File: src/rtl/instruction_decoder_pkg.sv
// Shared constants and types for the instruction decoder: opcode fields, register indices, FSM states.
// No logic of its own; latency and backpressure do not apply.
package instruction_decoder_pkg;

   localparam logic       OP_LOAD = 1'b0;      // ir[7]
   localparam logic [1:0] OP_MOV  = 2'b10;     // ir[7:6]
   localparam logic [2:0] OP_ALU  = 3'b110;    // ir[7:5]
   localparam logic [3:0] OP_JMP  = 4'b1110;   // ir[7:4]
   localparam logic [3:0] OP_JNZ  = 4'b1111;   // ir[7:4]

   localparam logic [2:0] R_X0   = 3'd0;
   localparam logic [2:0] R_X1   = 3'd1;
   localparam logic [2:0] R_Y0   = 3'd2;
   localparam logic [2:0] R_Y1   = 3'd3;
   localparam logic [2:0] R_O    = 3'd4;
   localparam logic [2:0] R_M    = 3'd5;
   localparam logic [2:0] R_I    = 3'd6;
   localparam logic [2:0] R_NONE = 3'd7;

   localparam logic [3:0] SRC_IMM  = 4'd8;
   localparam logic [7:0] NOP_WORD = 8'hBF;

   typedef enum logic [1:0] {
      ST_RESET = 2'd0,
      ST_PRIME = 2'd1,
      ST_RUN   = 2'd2
   } state_t;

   // Destination index 7 (R_NONE) selects no register.
   function automatic logic [6:0] reg_onehot(input logic [2:0] idx);
      logic [6:0] v;
      v = '0;
      for (int i = 0; i < 7; i++) begin
         v[i] = (idx == 3'(i));
      end
      return v;
   endfunction

endpackage

File: src/rtl/instruction_decoder_field_decode.sv
// Pure combinational split of the effective instruction word into sequencer/datapath controls.
// Zero latency; no flow control.
module instr_field_decode
   import instruction_decoder_pkg::*;
(
   input  logic [7:0] i_ir,
   output logic       o_jmp,
   output logic       o_jmp_nz,
   output logic [3:0] o_jmp_addr,
   output logic [6:0] o_reg_en,
   output logic [3:0] o_src_sel,
   output logic [3:0] o_imm,
   output logic       o_alu_en,
   output logic       o_x_sel,
   output logic       o_y_sel,
   output logic [2:0] o_alu_func
);

   always_comb begin
      o_jmp      = 1'b0;
      o_jmp_nz   = 1'b0;
      o_jmp_addr = 4'h0;
      o_reg_en   = 7'h00;
      o_src_sel  = 4'h0;
      o_imm      = 4'h0;
      o_alu_en   = 1'b0;
      o_x_sel    = 1'b0;
      o_y_sel    = 1'b0;
      o_alu_func = 3'h0;
      if (i_ir[7] == OP_LOAD) begin
         o_reg_en  = reg_onehot(i_ir[6:4]);
         o_src_sel = SRC_IMM;
         o_imm     = i_ir[3:0];
      end else if (i_ir[7:6] == OP_MOV) begin
         o_reg_en  = reg_onehot(i_ir[5:3]);
         o_src_sel = (i_ir[2:0] == R_NONE) ? 4'h0 : {1'b0, i_ir[2:0]};
      end else if (i_ir[7:5] == OP_ALU) begin
         o_alu_en   = 1'b1;
         o_x_sel    = i_ir[4];
         o_y_sel    = i_ir[3];
         o_alu_func = i_ir[2:0];
      end else if (i_ir[7:4] == OP_JMP) begin
         o_jmp      = 1'b1;
         o_jmp_addr = i_ir[3:0];
      end else begin
         o_jmp_nz   = 1'b1;
         o_jmp_addr = i_ir[3:0];
      end
   end

endmodule

File: src/rtl/instruction_decoder.sv
// Instruction decoder: RESET/PRIME/RUN sequencing, zero flag, saturating retired-instruction counter.
// Decode is combinational from pm_data (0 cycles); flag and counter update at the edge; no backpressure.
module instruction_decoder #(
   parameter int         CNT_W    = 16,
   parameter logic [7:0] NOP_WORD = instruction_decoder_pkg::NOP_WORD
) (
   input  logic             clk,
   input  logic             sync_reset,
   input  logic [7:0]       pm_data,
   input  logic             alu_zero,
   output logic             jmp,
   output logic             jmp_nz,
   output logic [3:0]       jmp_addr,
   output logic             dont_jmp,
   output logic [6:0]       reg_en,
   output logic [3:0]       src_sel,
   output logic [3:0]       imm,
   output logic             alu_en,
   output logic             x_sel,
   output logic             y_sel,
   output logic [2:0]       alu_func,
   output logic [CNT_W-1:0] instr_count
);
   import instruction_decoder_pkg::*;

   state_t           r_state;
   state_t           w_next;
   logic             w_run;
   logic [7:0]       w_ir;
   logic             w_alu_en;
   logic             r_z;
   logic [CNT_W-1:0] r_cnt;

   always_ff @(posedge clk) begin
      if (sync_reset) r_state <= ST_RESET;
      else            r_state <= w_next;
   end

   always_comb begin
      w_next = r_state;
      case (r_state)
         ST_RESET: w_next = ST_PRIME;
         ST_PRIME: w_next = ST_RUN;
         ST_RUN:   w_next = ST_RUN;
         default:  w_next = ST_RESET;
      endcase
   end

   // The ROM output lags pm_addr by a cycle, so RESET and PRIME both see stale data.
   assign w_run = (r_state == ST_RUN);
   assign w_ir  = w_run ? pm_data : NOP_WORD;

   instr_field_decode u_decode (
      .i_ir       (w_ir),
      .o_jmp      (jmp),
      .o_jmp_nz   (jmp_nz),
      .o_jmp_addr (jmp_addr),
      .o_reg_en   (reg_en),
      .o_src_sel  (src_sel),
      .o_imm      (imm),
      .o_alu_en   (w_alu_en),
      .o_x_sel    (x_sel),
      .o_y_sel    (y_sel),
      .o_alu_func (alu_func)
   );

   always_ff @(posedge clk) begin
      if (sync_reset) begin
         r_z   <= 1'b0;
         r_cnt <= '0;
      end else begin
         if (w_run && w_alu_en)      r_z   <= alu_zero;
         if (w_run && (r_cnt != '1)) r_cnt <= r_cnt + {{(CNT_W-1){1'b0}}, 1'b1};
      end
   end

   assign alu_en      = w_alu_en;
   assign dont_jmp    = r_z;
   assign instr_count = r_cnt;

endmodule

File: config.mk
export PLATFORM = sky130hd
export DESIGN_NAME = instruction_decoder
export DESIGN_NICKNAME = d
export VERILOG_FILES = /design/src/rtl/instruction_decoder_pkg.sv /design/src/rtl/instruction_decoder_field_decode.sv /design/src/rtl/instruction_decoder.sv
export SDC_FILE = /design/constraint.sdc
export NUM_CORES = 1
export LEC_CHECK = 0
export BUFFER_PORTS_ARGS = -buffer_cell sky130_fd_sc_hd__buf_2
export CAP_MARGIN = 30
export CORE_MARGIN = 3
export CORE_UTILIZATION = 45
export CTS_CLUSTER_DIAMETER = 150
export DETAILED_ROUTE_END_ITERATION = 7
export PLACE_DENSITY = 0.76
export SETUP_SLACK_MARGIN = 0.5
export SYNTH_ARGS = -nofsm -noshare
export SYNTH_HDL_FRONTEND = slang
export SYNTH_SLANG_ARGS = --single-unit
File: constraint.sdc
create_clock -name clk -period 2.53 [get_ports clk]
set_input_delay 0.506 -clock clk [delete_from_list [all_inputs] [get_ports clk]]
set_output_delay 0.506 -clock clk [all_outputs]
set_load 0.005 [all_outputs]
==> results_dict.tcl, run 1 <==
set metrics [dict create \
    crit_path_max_incr_delay_ps 330 \
    hold_end "dont_jmp" \
    synth_top_area_share_pct 30.6 \
    vdd_ir_drop_max_v 0.000405 \
    clkLatencyLatePin_ps 290 \
    crit_start "r_state[0]" \
    slowest_stage "dfxtp_2" \
    status "finished, final reports clean" \
    pwr-share-seq_pct 49.5 \
    wl_per_cell_um 13.4 \
    final-hold-violation-count 0 \
    grt_overflow_total 0 \
    finalPower_mw 0.651 \
    clock.fmax_ghz 0.486 \
    first_pass_iters 4 \
    timing.hold.ws_ps 458 \
    period_share_pct 81.3 \
    tns_ps 0 \
    yosysSeqAreaShare_pct 30.6 \
    cts_buffers 3 \
    sw_frac_of_total_pct 29.3 \
    critical_path.top_delay_family "buffers and inverters" \
    slew_violations 0 \
    vias 1447 \
    p_int_mw 0.461 \
    fin_crit_ps 2060 \
    dp.cells 247 \
    synth_top_area_cell "dfxtp_1" \
    instances_no_fill 257 \
    drt-initial-drc-count 53 \
    cts_sinks 19 \
    placement.io_buffers 54 \
    clockBufferDepth 2 \
    p_per_area_nw_per_um2 386 \
    r2r-start "instr_count[1]" \
    ff2ff_path_depth 5 \
    hp-class "in -> reg" \
    crit_chain "inv_2, ha_4, buf_6, nand2b_2, a2111oi_4, buf_2" \
    die_area_um2 3430 \
    netlist_instances 169 \
    nFillCells 214 \
    num_rows 18 \
    rsz0062_at_grt "true" \
    place_ws_ps 552 \
    gp_congestion 0.811 \
    synth_area_leaders "dfxtp_1 31%, nor2_1 6.6%, a21oi_1 6.0%" \
    crit_path_start_kind "flop" \
    drv_cap 0 \
    worstHoldStart "alu_zero" \
    finClkSkew_ps 5.78 \
    multiInputGateArea_um2 871 \
    synth-seq-cells 19 \
    cts_tree "done" \
    grt_max_degree 21 \
    grt_antenna_before_repair 0 \
    clk_pin_slew_worst_paths_ps 100 \
    r2r_setup_slack_ps 560 \
    first_global_vias 1248 \
    regArea_um2 384 \
    syn_area_um2 1240 \
    cp.arrival_ps 1550 \
    whs_path_depth 3 \
    switchingPower_mw 0.191 \
    setup.worst_path.end_class "output pin" \
    yosys_warnings 0 \
    start_util_pct 48.8 \
    slew_headroom_pct 64.7 \
    area_growth_pct 36.0 \
    path_class "reg -> out" \
    dpl.hpwl_mm 2.47 \
    syn-num-nets 183 \
    die_h_um 58.5 \
    leakage_nw 0.764 \
    setup_slack_ps 474 \
    synth_cell_type_count 35 \
    ios 55 \
    final_common_cell "buf_2" \
    cp.required_ps 2020 \
    core_um2 2540 \
    power_frac_clock_pct 23.0 \
    comb_power_share_pct 27.5 \
    setup_violations 0 \
    wirelength_mm 3.43 \
    die_w_um 58.5 \
    final_layout_size_suffix_gt1_share_pct 37.4 \
    layout.nets 242 \
    worst_pin_slew_ps 526 \
    cts_hold_buffers 0 \
    root_buffer "clkbuf_4" \
    timing.rr.end "instr_count[10]" \
    crit_fanout 7 \
    via_per_inst 5.63 \
    final_cell_mix "53 x buf_2, 20 x nor2_1, 16 x dfxtp_1" \
    avgSynthCellArea_um2 7.35 \
    htree_num_levels 1 \
    drc 0 \
    cp_num_buf_inv 3 \
    gr-usage-all-layers_pct 19.8 \
    grt_pass1_wl_mm 5.44 \
    antenna_left 0 \
    n_antenna_cell 0 \
]
[sequential cells by signal, summed over array words and instances (netlist names)]
register,flops
instr_count,16
dont_jmp,1
r_state,2
[synth_stat cells]
| library cell | number |
|---|---|
| mux2i_1 | 2 |
| o31ai_1 | 5 |
| and4_1 | 1 |
| o31a_1 | 1 |
| a2111oi_0 | 1 |
| nor3b_1 | 5 |
| nor2b_1 | 9 |
| inv_1 | 9 |
| buf_1 | 1 |
| nor4bb_1 | 1 |
| or2_2 | 2 |
| nand4_1 | 7 |
| or3_1 | 5 |
| o41ai_2 | 1 |
| nand2_1 | 11 |
| o21ai_0 | 5 |
| xor2_1 | 1 |
| clkbuf_1 | 6 |
| a21oi_1 | 15 |
| o211a_1 | 1 |
| and3_1 | 4 |
| or4_1 | 4 |
| ha_1 | 3 |
| nand3_1 | 6 |
| dfxtp_1 | 19 |
| a211oi_1 | 2 |
| a311oi_1 | 1 |
| nor4_1 | 1 |
| buf_2 | 1 |
| nor2_1 | 22 |
| nand2b_1 | 4 |
| mux2_2 | 1 |
| nand4_2 | 1 |
| and2_1 | 5 |
| nor3_1 | 6 |
[metal layers]
metal  track usage [%]  part of all wire [%]
met5                 0                     0
met1              27.2                    45
met2              30.9                    49
met3              6.14                   5.4
met4              3.64                  0.99
[power by group through the flow]
stage | sequential (mW) | combinational (mW) | clock [mW]
after global routing | 0.324 | 0.196 | 0.167
after detailed placement | 0.324 | 0.136 | 0
final | 0.322 | 0.179 | 0.150
after floorplan | 0.323 | 0.0859 | 0
after CTS | 0.321 | 0.165 | 0.154
after global placement | 0.323 | 0.130 | 0
[area by class of cell]
type,count,share of cell area [%]
sequential,19,22.7
multi-input combinational,133,51.6
clock buffer,4,1.56
timing repair buffer,62,19.9
tap,30,2.22
inverter,9,2.00
[worst reg2reg max path: cells and delay by family, from the launching register on]
| family | cells | cell delay (ps) |
|---|---|---|
| simple gates | 3 | 1120 |
| flops | 1 | 400 |
| fa+ha+maj | 1 | 250 |
| compound gates | 1 | 140 |
[cell families after synthesis]
kind of cell | count (synthesis) | share of synthesized area [%]
simple gates | 94 | 41.4
compound gates | 32 | 16.5
flops | 19 | 30.6
buf+inv | 17 | 5.24
mux | 3 | 2.52
fa+ha+maj | 3 | 3.02
xor+xnor | 1 | 0.705
[stage by stage]
step / cell area [um^2] / utilization, %
4_1_cts: 1640 / 64.3
6_report: 1690 / 66.4
3_5_place_dp: 1530 / 60.3
3_3_place_gp: 1530 / 60.3
2_1_floorplan: 1240 / -
5_1_grt: 1690 / 66.4
[worst max path at each step]
stage / slack [ps] / to / cells after the start
after global routing: 360 / reg_en[0] / 6
final: 470 / reg_en[0] / 6
after detailed placement: 550 / instr_count[14] / 5
after global placement: 590 / y_sel / 7
after floorplan: 640 / alu_func[0] / 5
after CTS: 500 / reg_en[0] / 6
[timing repair]
action	in CTS	in global routing
buffers inserted	5	1
pin swaps	4	6
resized for setup	11	10
setup endpoints to repair	22	27
(Power assumes the default switching activity.)
==> inputs of run 2 (changes only) <==
--- a/config.mk
+++ b/config.mk
@@ -5,13 +5,14 @@
 export SDC_FILE = /design/constraint.sdc
 export NUM_CORES = 1
 export LEC_CHECK = 0
+export ABC_AREA = 1
 export BUFFER_PORTS_ARGS = -buffer_cell sky130_fd_sc_hd__buf_2
 export CAP_MARGIN = 30
 export CORE_MARGIN = 3
 export CORE_UTILIZATION = 45
 export CTS_CLUSTER_DIAMETER = 150
 export DETAILED_ROUTE_END_ITERATION = 7
-export PLACE_DENSITY = 0.76
+export PLACE_DENSITY = 0.74
 export SETUP_SLACK_MARGIN = 0.5
 export SYNTH_ARGS = -nofsm -noshare
 export SYNTH_HDL_FRONTEND = slang
==> constraint.sdc (replaced) <==
create_clock -name clk -period 2 [get_ports clk]
set_input_delay 0.4 -clock clk [delete_from_list [all_inputs] [get_ports clk]]
set_output_delay 0.4 -clock clk [all_outputs]
set_load 0.005 [all_outputs]
==> results_dict.tcl, run 2 <==
set metrics [dict create \
    die_area_um2 3820 \
    hold_end "r_state[0]" \
    layout.nets 316 \
    grt_pass1_wl_mm 5.77 \
    r2r_setup_slack_ps 350 \
    drv_cap 0 \
    first_pass_iters 4 \
    leakage_nw 1.03 \
    cts_tree "done" \
    syn_area_um2 1400 \
    synth_common_cells "59 x nor2_1, 53 x nand2_1, 23 x inv_1, 19 x dfxtp_1, 17 x nand3_1" \
    grt_overflow_total 0 \
    cp.required_ps 1600 \
    ff2ff_path_depth 12 \
    synth_xor_area_share_pct 0 \
    avgSynthCellArea_um2 6.25 \
    p_per_area_nw_per_um2 478 \
    clock.fmax_ghz 0.489 \
    design_area_um2 2170 \
    cp.arrival_ps 1650 \
    violations "setup timing" \
    final_common_cell "buf_2" \
    cts_hold_buffers 0 \
    synth_top_area_share_pct 27.2 \
    synth-seq-cells 19 \
    antenna_left 0 \
    cts_sinks 19 \
    final_layout_size_suffix_gt1_share_pct 49.5 \
    synth-edff-count 0 \
    clkLatencyLatePin_ps 300 \
    htree_num_levels 1 \
    final_cell_mix "53 x buf_2, 46 x nor2_1, 44 x nand2_1" \
    r2r-start "r_state[0]" \
    cts_buffers 3 \
    critical_path.top_delay_family "simple AND/OR/NAND/NOR gates" \
    root_buffer "clkbuf_4" \
    grt_max_degree 16 \
    core_um2 2850 \
    instances_no_fill 332 \
    worst_pin_slew_ps 470 \
    drc 0 \
    timing.rr.end "instr_count[10]" \
    yosys_warnings 0 \
    slew_violations 0 \
    synth.area.mux_share_pct 0 \
    ios 55 \
    die_w_um 61.8 \
    synth_area_leaders "dfxtp_1 27%, nor2_1 16%, nand2_1 14%" \
    rsz0062_at_grt "true" \
    placement.io_buffers 54 \
    die_h_um 61.8 \
    synth_top_family_by_area "simple AND/OR/NAND/NOR gates" \
    crit_path_start_kind "flop" \
    synth_top_area_cell "dfxtp_1" \
    area_growth_pct 54.7 \
    fin_crit_ps 2050 \
    hp-class "in -> reg" \
    largest_reg_flops 16 \
    n_antenna_cell 0 \
    setup_slack_ps -45.6 \
    synth_adder_area_share_pct 2.68 \
    synthFlopType "dfxtp_1" \
    grt_antenna_before_repair 0 \
    place_ws_ps 202 \
    via_per_inst 5.01 \
    drt-initial-drc-count 64 \
    period_share_pct 102 \
    gp_congestion 0.889 \
    netlist_instances 224 \
    synth_cell_type_count 23 \
    vdd_ir_drop_max_v 0.000302 \
    dpl.hpwl_mm 2.69 \
    crit_chain "inv_2, ha_4, nand2_1, inv_1, nor2_4, nand2_2, o22ai_1, buf_2" \
    path_class "reg -> out" \
    tns_ps -159 \
    setup.worst_path.end_class "output pin" \
    crit_fanout 4 \
    nFillCells 209 \
    slew_headroom_pct 68.6 \
    status "complete, but fails checks" \
    async_reset_ff_share_pct 0 \
    finClkSkew_ps 6.92 \
    slowest_stage "dfxtp_2" \
    first_global_vias 1343 \
    clockBufferDepth 2 \
    whs_path_depth 2 \
    clk_pin_slew_worst_paths_ps 100 \
    start_util_pct 49.1 \
    vias 1664 \
    gr-usage-all-layers_pct 19.9 \
    yosysSeqAreaShare_pct 27.2 \
    wirelength_mm 4.17 \
    final-hold-violation-count 0 \
    dp.cells 306 \
    cp_num_buf_inv 3 \
    setup_violations 6 \
    worstHoldStart "sync_reset" \
    placed_area_um2 1730 \
    num_rows 19 \
    crit_path_max_incr_delay_ps 330 \
    yosysMostFrequentCell "nor2_1" \
    wl_per_cell_um 12.6 \
    synthSimpleGateAreaFrac_pct 51.3 \
    syn-num-nets 238 \
    synth_compound_area_share_pct 8.76 \
]
run 2: logic make-up after synthesis:
| logic type | Yosys count |
|---|---|
| AOI/OAI and AO/OA | 21 |
| adders and majority gates | 3 |
| buffers and inverters | 29 |
| DFF | 19 |
| and+or+nand+nor | 152 |
run 2: worst max-delay path by stage:
stage,cells past startpoint,slack (ps),to,startpoint
after floorplan,7,470,src_sel[0],r_state[0]
after global placement,8,260,reg_en[1],r_state[0]
after detailed placement,8,200,reg_en[1],r_state[0]
after CTS,8,-40,reg_en[3],r_state[0]
after global routing,8,-140,reg_en[5],r_state[0]
final,8,-50,reg_en[1],r_state[0]
run 2: where the power goes:
part / switching (mW) / internal [mW]
Clock: 0.118 / 0.0777
Combinational: 0.225 / 0.201
Sequential: 0.0158 / 0.397
run 2: layout make-up:
class                   count  area (um^2)  area share [%]
repair buffers             77          499            23.1
inverters                  25          109            5.03
clock buffers               4         26.3            1.21
multi-input cells         176         1100            51.0
well taps                  31         38.8            1.79
flip-flops and latches     19          389            18.0
run 2: stage by stage:
| stage | total power [mW] | utilization (%) | hold WS [ps] |
|---|---|---|---|
| 6_report | 1.03 | 75.9 | 319 |
| 4_1_cts | 0.951 | 67.7 | 310 |
| 3_3_place_gp | 0.682 | 60.7 | 497 |
| 3_5_place_dp | 0.684 | 60.7 | 504 |
| 2_1_floorplan | 0.617 | - | 464 |
| 5_1_grt | 1.10 | 75.9 | 308 |
run 2: what timing repair did:
item	in CTS	in global routing
pin swaps	8	26
endpoints found under the setup margin	35	40
gates resized for setup	25	41
setup buffers	12	10
hold endpoints to repair	0	0
run 2: worst register-to-register path, cell delays in order (launching register included):
cell and delay [ps]:
dfxtp_2 330, inv_2 70, ha_4 190, inv_12 50
buf_8 120, buf_4 130, buf_8 130, nor2_4 170
nand2_4 100, nor2_4 120, nand3_2 60, nand2_1 50
nor2_1 50
run 2: routing by layer:
metal	track usage [%]	share of wire, %
met5	0	0
met4	8.48	1.0
met3	2.89	4.0
met2	34.4	51
met1	24.6	44
